==> src/rtl/svm_pkg.sv <==
// Shared SVM accelerator constants: image/SV geometry, producer FSM encoding,
// and the 8.8 sign-magnitude kernel field layout.
package svm_pkg;

  localparam int unsigned XLEN_PIXEL    = 8;
  localparam int unsigned NUM_OF_PIXELS = 784;
  localparam int unsigned NUM_OF_SV     = 10;

  // 8.8 sign-magnitude kernel word
  localparam int unsigned KERN_W        = 2 * XLEN_PIXEL;
  localparam int unsigned KERN_SIGN_BIT = KERN_W - 1;
  localparam int unsigned KERN_MAG_W    = KERN_W - 1;
  localparam int unsigned KERN_FRAC_W   = XLEN_PIXEL;

  typedef enum logic [2:0] {
    StIdle,
    StAccum,
    StDrain,
    StPack,
    StIssue,
    StDone
  } state_e;

endpackage

==> src/rtl/kernel_vector_gen_if.sv <==
// Pixel stream, SV memory read port and kernel vector bus of kernel_vector_gen.
// master = kernel_vector_gen side, slave = surrounding pixel source / SV memory / consumer.
interface kernel_vector_gen_if #(
  parameter int unsigned XLEN_PIXEL    = svm_pkg::XLEN_PIXEL,
  parameter int unsigned NUM_OF_PIXELS = svm_pkg::NUM_OF_PIXELS,
  parameter int unsigned NUM_OF_SV     = svm_pkg::NUM_OF_SV,
  parameter int unsigned ADDR_W        = $clog2(NUM_OF_PIXELS),
  parameter int unsigned IDX_W         = (NUM_OF_SV > 1) ? $clog2(NUM_OF_SV) : 1
);

  logic                                pix_valid;
  logic                                pix_ready;
  logic [XLEN_PIXEL-1:0]               pix_data;
  logic                                sv_rd_en;
  logic [ADDR_W-1:0]                   sv_rd_addr;
  logic [XLEN_PIXEL*NUM_OF_SV-1:0]     sv_rd_data;
  logic [2*XLEN_PIXEL*NUM_OF_SV-1:0]   kernel_out;
  logic                                decision_funct_en;
  logic [IDX_W-1:0]                    sv_idx;

  modport master (
    input  pix_valid, pix_data, sv_rd_data,
    output pix_ready, sv_rd_en, sv_rd_addr, kernel_out, decision_funct_en, sv_idx
  );

  modport slave (
    output pix_valid, pix_data, sv_rd_data,
    input  pix_ready, sv_rd_en, sv_rd_addr, kernel_out, decision_funct_en, sv_idx
  );

endinterface

==> src/rtl/kernel_vector_gen_mac_lane.sv <==
// One support-vector lane: unsigned pixel x SV-pixel MAC into a Q10.16 accumulator,
// then a saturating truncation to 8.8 sign-magnitude held in a register.
module mac_lane #(
  parameter int unsigned XLEN  = svm_pkg::XLEN_PIXEL,
  parameter int unsigned ACC_W = 26
) (
  input  logic              clk,
  input  logic              rst_n,
  input  logic              clr,
  input  logic              en,
  input  logic [XLEN-1:0]   pix,
  input  logic [XLEN-1:0]   sv,
  input  logic              pack,
  output logic [2*XLEN-1:0] kernel
);

  localparam int unsigned ProdW  = 2 * XLEN;
  localparam int unsigned MagW   = 2 * XLEN - 1;
  localparam int unsigned MagLsb = XLEN;
  localparam int unsigned SatLsb = MagLsb + MagW;

  logic [ACC_W-1:0]  acc_q, acc_d;
  logic [ProdW-1:0]  prod;
  logic [2*XLEN-1:0] kernel_q, kernel_d;
  logic [MagW-1:0]   mag;

  always_comb begin
    prod  = ProdW'(pix) * ProdW'(sv);
    acc_d = acc_q;
    if (clr) begin
      acc_d = '0;
    end else if (en) begin
      acc_d = acc_q + ACC_W'(prod);
    end
  end

  // Any integer bit above the 7-bit 8.8 range forces full-scale magnitude.
  always_comb begin
    mag      = (|acc_q[ACC_W-1:SatLsb]) ? {MagW{1'b1}} : acc_q[SatLsb-1:MagLsb];
    kernel_d = pack ? {1'b0, mag} : kernel_q;
  end

  always_ff @(posedge clk or negedge rst_n) begin
    if (!rst_n) begin
      acc_q    <= '0;
      kernel_q <= '0;
    end else begin
      acc_q    <= acc_d;
      kernel_q <= kernel_d;
    end
  end

  assign kernel = kernel_q;

endmodule

==> src/rtl/kernel_vector_gen.sv <==
// Streams one image, accumulates linear kernels against NUM_OF_SV support vectors in
// parallel, then presents the packed vector for NUM_OF_SV decision-function cycles.
module kernel_vector_gen #(
  parameter int unsigned XLEN_PIXEL    = svm_pkg::XLEN_PIXEL,
  parameter int unsigned NUM_OF_PIXELS = svm_pkg::NUM_OF_PIXELS,
  parameter int unsigned NUM_OF_SV     = svm_pkg::NUM_OF_SV
) (
  input  logic                 clk,
  input  logic                 rst_n,
  input  logic                 start,
  output logic                 busy,
  output logic                 done,
  kernel_vector_gen_if.master  bus
);

  import svm_pkg::*;

  localparam int unsigned ADDR_W = $clog2(NUM_OF_PIXELS);
  localparam int unsigned ACC_W  = 2 * XLEN_PIXEL + ADDR_W;
  localparam int unsigned IDX_W  = (NUM_OF_SV > 1) ? $clog2(NUM_OF_SV) : 1;

  state_e                 state_q, state_d;
  logic [ADDR_W-1:0]      cnt_q, cnt_d;
  logic [IDX_W-1:0]       idx_q, idx_d;
  logic [XLEN_PIXEL-1:0]  pix_q;
  logic                   mac_en_q;
  logic                   pix_ready;
  logic                   hs;
  logic                   last_pix;
  logic                   last_idx;
  logic                   mac_clr;
  logic                   mac_pack;
  logic [2*XLEN_PIXEL*NUM_OF_SV-1:0] kernel;

  assign pix_ready = (state_q == StAccum);
  assign hs        = bus.pix_valid & pix_ready;
  assign last_pix  = (cnt_q == ADDR_W'(NUM_OF_PIXELS - 1));
  assign last_idx  = (idx_q == IDX_W'(NUM_OF_SV - 1));
  assign mac_clr   = (state_q == StIdle) & start;
  assign mac_pack  = (state_q == StPack);

  always_ff @(posedge clk or negedge rst_n) begin
    if (!rst_n) begin
      state_q <= StIdle;
    end else begin
      state_q <= state_d;
    end
  end

  always_comb begin
    state_d = state_q;
    unique case (state_q)
      StIdle:  if (start) state_d = StAccum;
      StAccum: if (hs && last_pix) state_d = StDrain;
      StDrain: state_d = StPack;
      StPack:  state_d = StIssue;
      StIssue: if (last_idx) state_d = StDone;
      StDone:  state_d = StIdle;
      default: state_d = StIdle;
    endcase
  end

  always_comb begin
    cnt_d = cnt_q;
    if (mac_clr) begin
      cnt_d = '0;
    end else if (hs) begin
      cnt_d = cnt_q + 1'b1;
    end
    idx_d = (state_q == StIssue) ? idx_q + 1'b1 : '0;
  end

  // The multiply for a pixel happens the cycle after its handshake, once SV data returns.
  always_ff @(posedge clk or negedge rst_n) begin
    if (!rst_n) begin
      cnt_q    <= '0;
      idx_q    <= '0;
      pix_q    <= '0;
      mac_en_q <= 1'b0;
    end else begin
      cnt_q    <= cnt_d;
      idx_q    <= idx_d;
      mac_en_q <= hs;
      if (hs) begin
        pix_q <= bus.pix_data;
      end
    end
  end

  always_comb begin
    bus.pix_ready         = pix_ready;
    bus.sv_rd_en          = hs;
    bus.sv_rd_addr        = cnt_q;
    bus.decision_funct_en = (state_q == StIssue);
    bus.sv_idx            = (state_q == StIssue) ? idx_q : '0;
    bus.kernel_out        = kernel;
    busy                  = (state_q != StIdle);
    done                  = (state_q == StDone);
  end

  for (genvar k = 0; k < NUM_OF_SV; k++) begin : g_lane
    mac_lane #(
      .XLEN  (XLEN_PIXEL),
      .ACC_W (ACC_W)
    ) u_lane (
      .clk    (clk),
      .rst_n  (rst_n),
      .clr    (mac_clr),
      .en     (mac_en_q),
      .pix    (pix_q),
      .sv     (bus.sv_rd_data[k*XLEN_PIXEL +: XLEN_PIXEL]),
      .pack   (mac_pack),
      .kernel (kernel[2*k*XLEN_PIXEL +: 2*XLEN_PIXEL])
    );
  end

endmodule

==> src/flat_wrapper.sv <==
// flat-port wrapper written by rule: the top's interface ports become plain ports
module kernel_vector_gen_flat import svm_pkg::*;
#(
  parameter int unsigned XLEN_PIXEL    = svm_pkg::XLEN_PIXEL,
  parameter int unsigned NUM_OF_PIXELS = svm_pkg::NUM_OF_PIXELS,
  parameter int unsigned NUM_OF_SV     = svm_pkg::NUM_OF_SV
)
  (clk, rst_n, start, busy, done, bus_pix_valid, bus_pix_data, bus_sv_rd_data, bus_pix_ready, bus_sv_rd_en, bus_sv_rd_addr, bus_kernel_out, bus_decision_funct_en, bus_sv_idx);
  kernel_vector_gen_if #(.XLEN_PIXEL(XLEN_PIXEL), .NUM_OF_PIXELS(NUM_OF_PIXELS), .NUM_OF_SV(NUM_OF_SV)) bus_i ();
  input  logic clk;
  input  logic rst_n;
  input  logic start;
  output logic busy;
  output logic done;
  input wire logic [$bits(bus_i.pix_valid)-1:0] bus_pix_valid;
  input wire logic [$bits(bus_i.pix_data)-1:0] bus_pix_data;
  input wire logic [$bits(bus_i.sv_rd_data)-1:0] bus_sv_rd_data;
  output wire logic [$bits(bus_i.pix_ready)-1:0] bus_pix_ready;
  output wire logic [$bits(bus_i.sv_rd_en)-1:0] bus_sv_rd_en;
  output wire logic [$bits(bus_i.sv_rd_addr)-1:0] bus_sv_rd_addr;
  output wire logic [$bits(bus_i.kernel_out)-1:0] bus_kernel_out;
  output wire logic [$bits(bus_i.decision_funct_en)-1:0] bus_decision_funct_en;
  output wire logic [$bits(bus_i.sv_idx)-1:0] bus_sv_idx;
  assign bus_i.pix_valid = bus_pix_valid;
  assign bus_i.pix_data = bus_pix_data;
  assign bus_i.sv_rd_data = bus_sv_rd_data;
  assign bus_pix_ready = bus_i.pix_ready;
  assign bus_sv_rd_en = bus_i.sv_rd_en;
  assign bus_sv_rd_addr = bus_i.sv_rd_addr;
  assign bus_kernel_out = bus_i.kernel_out;
  assign bus_decision_funct_en = bus_i.decision_funct_en;
  assign bus_sv_idx = bus_i.sv_idx;
  kernel_vector_gen #(.XLEN_PIXEL(XLEN_PIXEL), .NUM_OF_PIXELS(NUM_OF_PIXELS), .NUM_OF_SV(NUM_OF_SV)) u_core (.clk(clk), .rst_n(rst_n), .start(start), .busy(busy), .done(done), .bus(bus_i));
endmodule
==> config.mk <==
export PLATFORM = sky130hd
export DESIGN_NAME = kernel_vector_gen_flat
export DESIGN_NICKNAME = d
export VERILOG_FILES = /design/src/rtl/svm_pkg.sv /design/src/rtl/kernel_vector_gen_if.sv /design/src/rtl/kernel_vector_gen_mac_lane.sv /design/src/rtl/kernel_vector_gen.sv /design/src/flat_wrapper.sv
export SDC_FILE = /design/constraint.sdc
export NUM_CORES = 2
export LEC_CHECK = 0
export ABC_CLOCK_PERIOD_IN_PS = 6400
export BUFFER_PORTS_ARGS = -buffer_cell sky130_fd_sc_hd__buf_2
export CORE_MARGIN = 2
export CORE_UTILIZATION = 29
export DETAILED_ROUTE_END_ITERATION = 6
export SLEW_MARGIN = 20
export SYNTH_ARGS = -nofsm -noshare
export SYNTH_HDL_FRONTEND = slang
export SYNTH_HIERARCHICAL = 1
export SYNTH_SLANG_ARGS = --single-unit
==> constraint.sdc <==
create_clock -name clk -period 6.4 [get_ports clk]
set_input_delay 0.32 -clock clk [delete_from_list [all_inputs] [get_ports clk]]
set_output_delay 0.32 -clock clk [all_outputs]
set_load 0.05 [all_outputs]
# Word level (Yosys, flattened, before mapping)
# Cells that the tools add are included.
# Widths: inputs -> output; s select.
# totals
register_bits,436
elab_cells,113
# classes
add_sub_neg,12
mul,10
eq_ne,10
mux,38
bitwise_logic,2
reduce_logical,16
# op_table
cell,n
$mux 26,20
$add 26x16->26,10
$mul 8x8->16,10
$mux 15,10
$reduce_or 3->1,10
$mux 10,2
$pmux 3 s5,1
$add 10x1->10 const B,1
$eq 10x10->1 const B,1
$mux 3,3
$mux 4,2
$eq 3x2->1 const B,2
$eq 3x3->1 const B,2
$add 4x1->4 const B,1
$eq 4x4->1 const B,1
$ne 2x2->1 const B,2
$reduce_bool 2->1,2
$eq 3x1->1 const B,1
$logic_not 3->1,1
$reduce_and 3->1,1
$reduce_bool 3->1,1
$and 1x1->1,2
$ne 2x1->1 const B,1
$logic_and 1x1->1,1

# Longest topological paths before layout
# depth
depth_word,5
mapped_depth,19

# Cells and area by module
# Netlist, hierarchy kept.
# modules_own_cells
module,instances,cells_each,area_each_um2,seq_area_each_um2
mac_lane (u_core.g_lane[1].u_lane ...),2,498,4555.6,1026.0
mac_lane (u_core.g_lane[7].u_lane ...),2,487,4498.1,1026.0
mac_lane (u_core.g_lane[4].u_lane ...),2,470,4400.5,1026.0
mac_lane (u_core.g_lane[3].u_lane),1,498,4549.4,1026.0
mac_lane (u_core.g_lane[6].u_lane),1,484,4504.3,1026.0
mac_lane (u_core.g_lane[9].u_lane),1,491,4464.3,1026.0
mac_lane (u_core.g_lane[0].u_lane),1,481,4460.5,1026.0
kernel_vector_gen,1,132,1222.4,650.6

# Worst setup path after synthesis
# Ideal clock, no wire load.
# synth_path
path_type,reg-to-reg
from,register u_core.pix_q[5]
to,register u_core.g_lane[1].u_lane.acc_q[25]
setup_time_ns,0.128
arrival_time_ns,5.356
required_time_ns,6.272
path_slack_ns,0.917
stages_incl_launch_ff,16
n_path_buf,0
period_less_slack_ns,5.483
path_cell_list,dfrtp_1 -> nand2_1 -> fa_1 -> inv_1 -> fa_1 -> fa_1 -> inv_1 -> fa_1 -> inv_1 -> ha_1 -> and3_2 -> a221oi_4 -> o21ai_4 -> a31oi_2 -> o31ai_1 -> mux2_1
# synth_between
elab_chain_len,4
# synth_rtl
element,line_no,source
start: declaration,kernel_vector_gen.sv:25,logic [XLEN_PIXEL-1:0] pix_q;
start signal: assignment,kernel_vector_gen.sv:85,pix_q <= bus.pix_data;
$mul 8x8->16,kernel_vector_gen_mac_lane.sv:28,prod = ProdW'(pix) * ProdW'(sv);
$add 26x16->26,kernel_vector_gen_mac_lane.sv:33,acc_d = acc_q + ACC_W'(prod);
$mux 26,kernel_vector_gen_mac_lane.sv:32,end else if (en) begin
$mux 26,kernel_vector_gen_mac_lane.sv:30,if (clr) begin
end signal: assignment,kernel_vector_gen_mac_lane.sv:45,acc_q <= '0;
end signal: assignment,kernel_vector_gen_mac_lane.sv:48,acc_q <= acc_d;
end: declaration,kernel_vector_gen_mac_lane.sv:22,"logic [ACC_W-1:0] acc_q, acc_d;"
# No other way between the ends. The select of a mux whose other input is x is not followed.
# A chain may end at the register's enable or synchronous reset.

# Final worst setup path
# layout_path
from,register u_core.pix_q[3]
to,register u_core.g_lane[1].u_lane.acc_q[25]
# Same word-level chain as after synthesis.

==> key figures <==
CTS
  – Clk sink count: ~440
  – Htree depth: 2
  – CTS Buffer Depth: 3
  – Clock slew at the register clock pins of the worst setup and hold paths: 0.06 ns
  – Clk Tree Root Cell: clkbuf_16
  – Worst-skew pair later-pin latency: 0.66 ns
  – Total CTS buffers: 58
  – CTS tree: yes
  – Post-CTS setup buffers: 0

Floorplan
  – Die Area: roughly 160,000 um2
  – I/O Pins: between 200 and 300
  – Core region area: 158,000 um2
  – Die Wd: around 400 um
  – Initial core utilization: between 20% and 30%
  – Die Y-Extent: 403 um
  – Rows: roughly 150

STA
  – Worst slew pin tran: about 1.1 ns
  – Worst Hold Slack: 0.0749 ns
  – Period minus WS final: ~5.5 ns
  – Fin. max-slew vios: 0
  – Fin. Hold Viols: 0
  – Clk_skew: approximately 0.022 ns
  – Slew margin rel.: around a quarter
  – Fin crit share: 85.9%
  – Setup_tns: 0 ns
  – RSZ-0062 raised after global routing: false
  – Setup violations, final: 0
  – Fmax: 182 MHz

Global routing
  – Largest net degree at the start of global routing: 140
  – Initial antenna violation count: 33
  – Global route overflow: 0
  – GRT Overall Usage: between 10 and 15%
  – First-pass GRT wire length: 198 mm
  – Vias in the first global route: 36.8k

Worst setup path
  – Slowest CP cell: dfrtp_4
  – CP delay by family, top: adder cells
  – Critical path class: reg2reg
  – Crit-path max cell delay: around 1.0 ns
  – CP Capture Type: flip-flop
  – Reg2Reg Launch Point: u_core/pix_q[3]
  – Cell chain of the critical path: nand2_1 > fa_1 > fa_1 > inv_1 > fa_1 > inv_1 > fa_1 > inv_1 > ha_1 > a21o_1 > a221oi_4 > o21ai_4 > a31oi_2 > o31ai_1 > mux2_1
  – CP startpoint kind: flip-flop
  – Reg2reg end: u_core/g_lane[1].u_lane/acc_q[25]
  – Worst reg-to-reg setup slack: 0.91 ns
  – R2R cell count: 15
  – WP data arrival: a little over 6 ns
  – Crit path buffers/inverters: 3
  – CP max FO: 70
  – Top cell by count, worst path: fa_1
  – Worst EP required: about 6.9 ns

Yosys
  – Synth Area in Adders: between 30% and 40%
  – Ys async rst share: between 90% and 100%
  – Post-synth net total: ~6.0k
  – Synth Instances: 4,996
  – Post-synth EDFFs: 0
  – Mapped cell area: 46,100 um2
  – Largest family of logic cells by synthesized area: adder cells
  – Simple-gate share of the synthesized area: 16.0%
  – Post-Synth XOR/XNOR Area: 2.13%
  – Sequential area share after synthesis: a little under a quarter
  – Compound-Gate Fraction of Synth Area: roughly an eighth
  – Top_reg_cell synth: dfrtp_1
  – Synth Register Bits: ~440
  – Post-synthesis mux area share: approximately 3.3%
  – Mean Syn Cell Area: around 9.2 um2
  – Synth cell types: 111
  – Syn. warnings: 6

Layout
  – Most common cell after layout, fill and taps aside: inv_1
  – Area growth, synth to finish: 12.4%
  – Layout cells sized above 1: under 10%
  – Fillers: 16.3k
  – Most frequent cells in the layout: 997 x inv_1, 500 x fa_1, 469 x nand2_1
  – Core Util, Final: 32.7%
  – Fin nets: around 6.2k

Placement
  – Input/output buffers: 260
  – Gp weighted congestion: about 0.84
  – Post-DP HPWL: 89.0 mm

Worst hold path
  – HP Start: start
  – Hold endpoint: u_core/state_q[0]
  – WHS Path Cells: 4
  – HP Class: in2reg

Route
  – Via/cell ratio: 4.76
  – Initial DRC count: roughly 1.7k
  – DRT Pass-1 Iters: 5
  – Post-DRT Antenna Nets: 0
  – Vias: ~35k
  – WL/cell: roughly 16 um
  – Final WL: roughly 120 mm
  – Post-route DRC: 0

Outcome
  – Status: finished, final reports clean

Power
  – LEAKAGE: 0.0268 uW
  – Power per cell area: 539 nW/um2
  – Peak VDD IR: between 0.0003 and 0.0004 V
  – Power, Total: roughly 28,000 uW

Job
  – Max cap viols: 0
==> where the power goes <==
group          leakage [uW]  internal, uW  total [uW]  switching, uW
Combinational        0.0202          8480       20400          11900
Sequential          0.00567          3510        4200            687
Clock              0.000911          1930        3350           1430
==> worst max path at each step <==
stage,slack (ns),depth (start not counted),end,from
after floorplan,0.92,15,u_core/g_lane[1].u_lane/acc_q[25],u_core/pix_q[5]
after global placement,1.01,14,u_core/g_lane[0].u_lane/acc_q[20],u_core/pix_q[3]
after detailed placement,0.87,15,u_core/g_lane[1].u_lane/acc_q[25],u_core/pix_q[3]
after CTS,0.85,15,u_core/g_lane[1].u_lane/acc_q[25],u_core/pix_q[3]
after global routing,0.63,16,u_core/g_lane[7].u_lane/acc_q[18],u_core/pix_q[4]
final,0.91,15,u_core/g_lane[1].u_lane/acc_q[25],u_core/pix_q[3]
==> timing repair <==
item | in CTS | in global routing
gates resized for setup | 0 | 0
hold buffers | 9 | 0
endpoints found under the hold margin | 89 | 0
==> tightest hold or removal path, stage by stage <==
cell and delay, ns:
buf_2 0.08, nor2b_1 0.11, o21ai_0 0.10, o211ai_1 0.09
==> metrics by stage <==
step | instances | area, um2 | setup WS [ns]
3_5_place_dp | 7212 | 49800 | 0.866
2_1_floorplan | 4996 | 46100 | 0.917
3_3_place_gp | 7212 | 49800 | 1.01
4_1_cts | 7326 | 51800 | 0.846
5_1_grt | 7333 | 51800 | 0.628
6_report | 7334 | 51800 | 0.905
==> registers in the layout, summed over array words and instances (netlist names) <==
| signal | cells |
|---|---|
| u_core/idx_q | 4 |
| u_core/mac_en_q | 1 |
| u_core/bus.sv_rd_addr | 10 |
| u_core/pix_q | 8 |
| u_core/g_lane.u_lane/acc_q | 260 |
| u_core/state_q | 3 |
| u_core/g_lane.u_lane/kernel | 150 |
==> cell type report <==
class | count | area, um2 | area share, %
Antenna cell | 8 | 20.0 | 0.0386
Timing Repair Buffer | 307 | 1800 | 3.47
Clock buffer | 73 | 1560 | 3.01
Tap cell | 2072 | 2590 | 5.00
Sequential cell | 436 | 10900 | 21.1
Multi-Input combinational cell | 3407 | 30800 | 59.4
Inverter | 999 | 3760 | 7.25
Clock inverter | 32 | 349 | 0.674
==> layer usage <==
layer  vias up  wire length (um)  GRT usage (%)
met1     17600             54900           20.1
met5         -               199              0
met2       611             56200           24.8
met4        32              2310           3.29
li1      16500                 -              -
met3       161              5830           2.73
==> kinds of logic (layout without fill, tap and decap cells) <==
family          after synthesis  after routing
mux                         146            146
fa+ha+maj                   913            913
simple gates               1464           1464
xor+xnor                    112            112
flops                       436            436
compound gates              762            762
other cells                  10             18
buf+inv                    1153           1411
==> synth_stat cells (all sizes together) (76+ instances only) <==
master    n  area, um2
mux2i   112       1120
ha      413       5170
fa      500      10000
nand2   470       1770
xnor2    76        666
and2    358       2240
inv     999       3750
nor2    279       1050
dfrtp   436      10900
o22a    150       1310
o21ai   104        588
clkbuf  101        380
a21oi   189       1020
No activity file was read; power rests on OpenSTA's default activity.
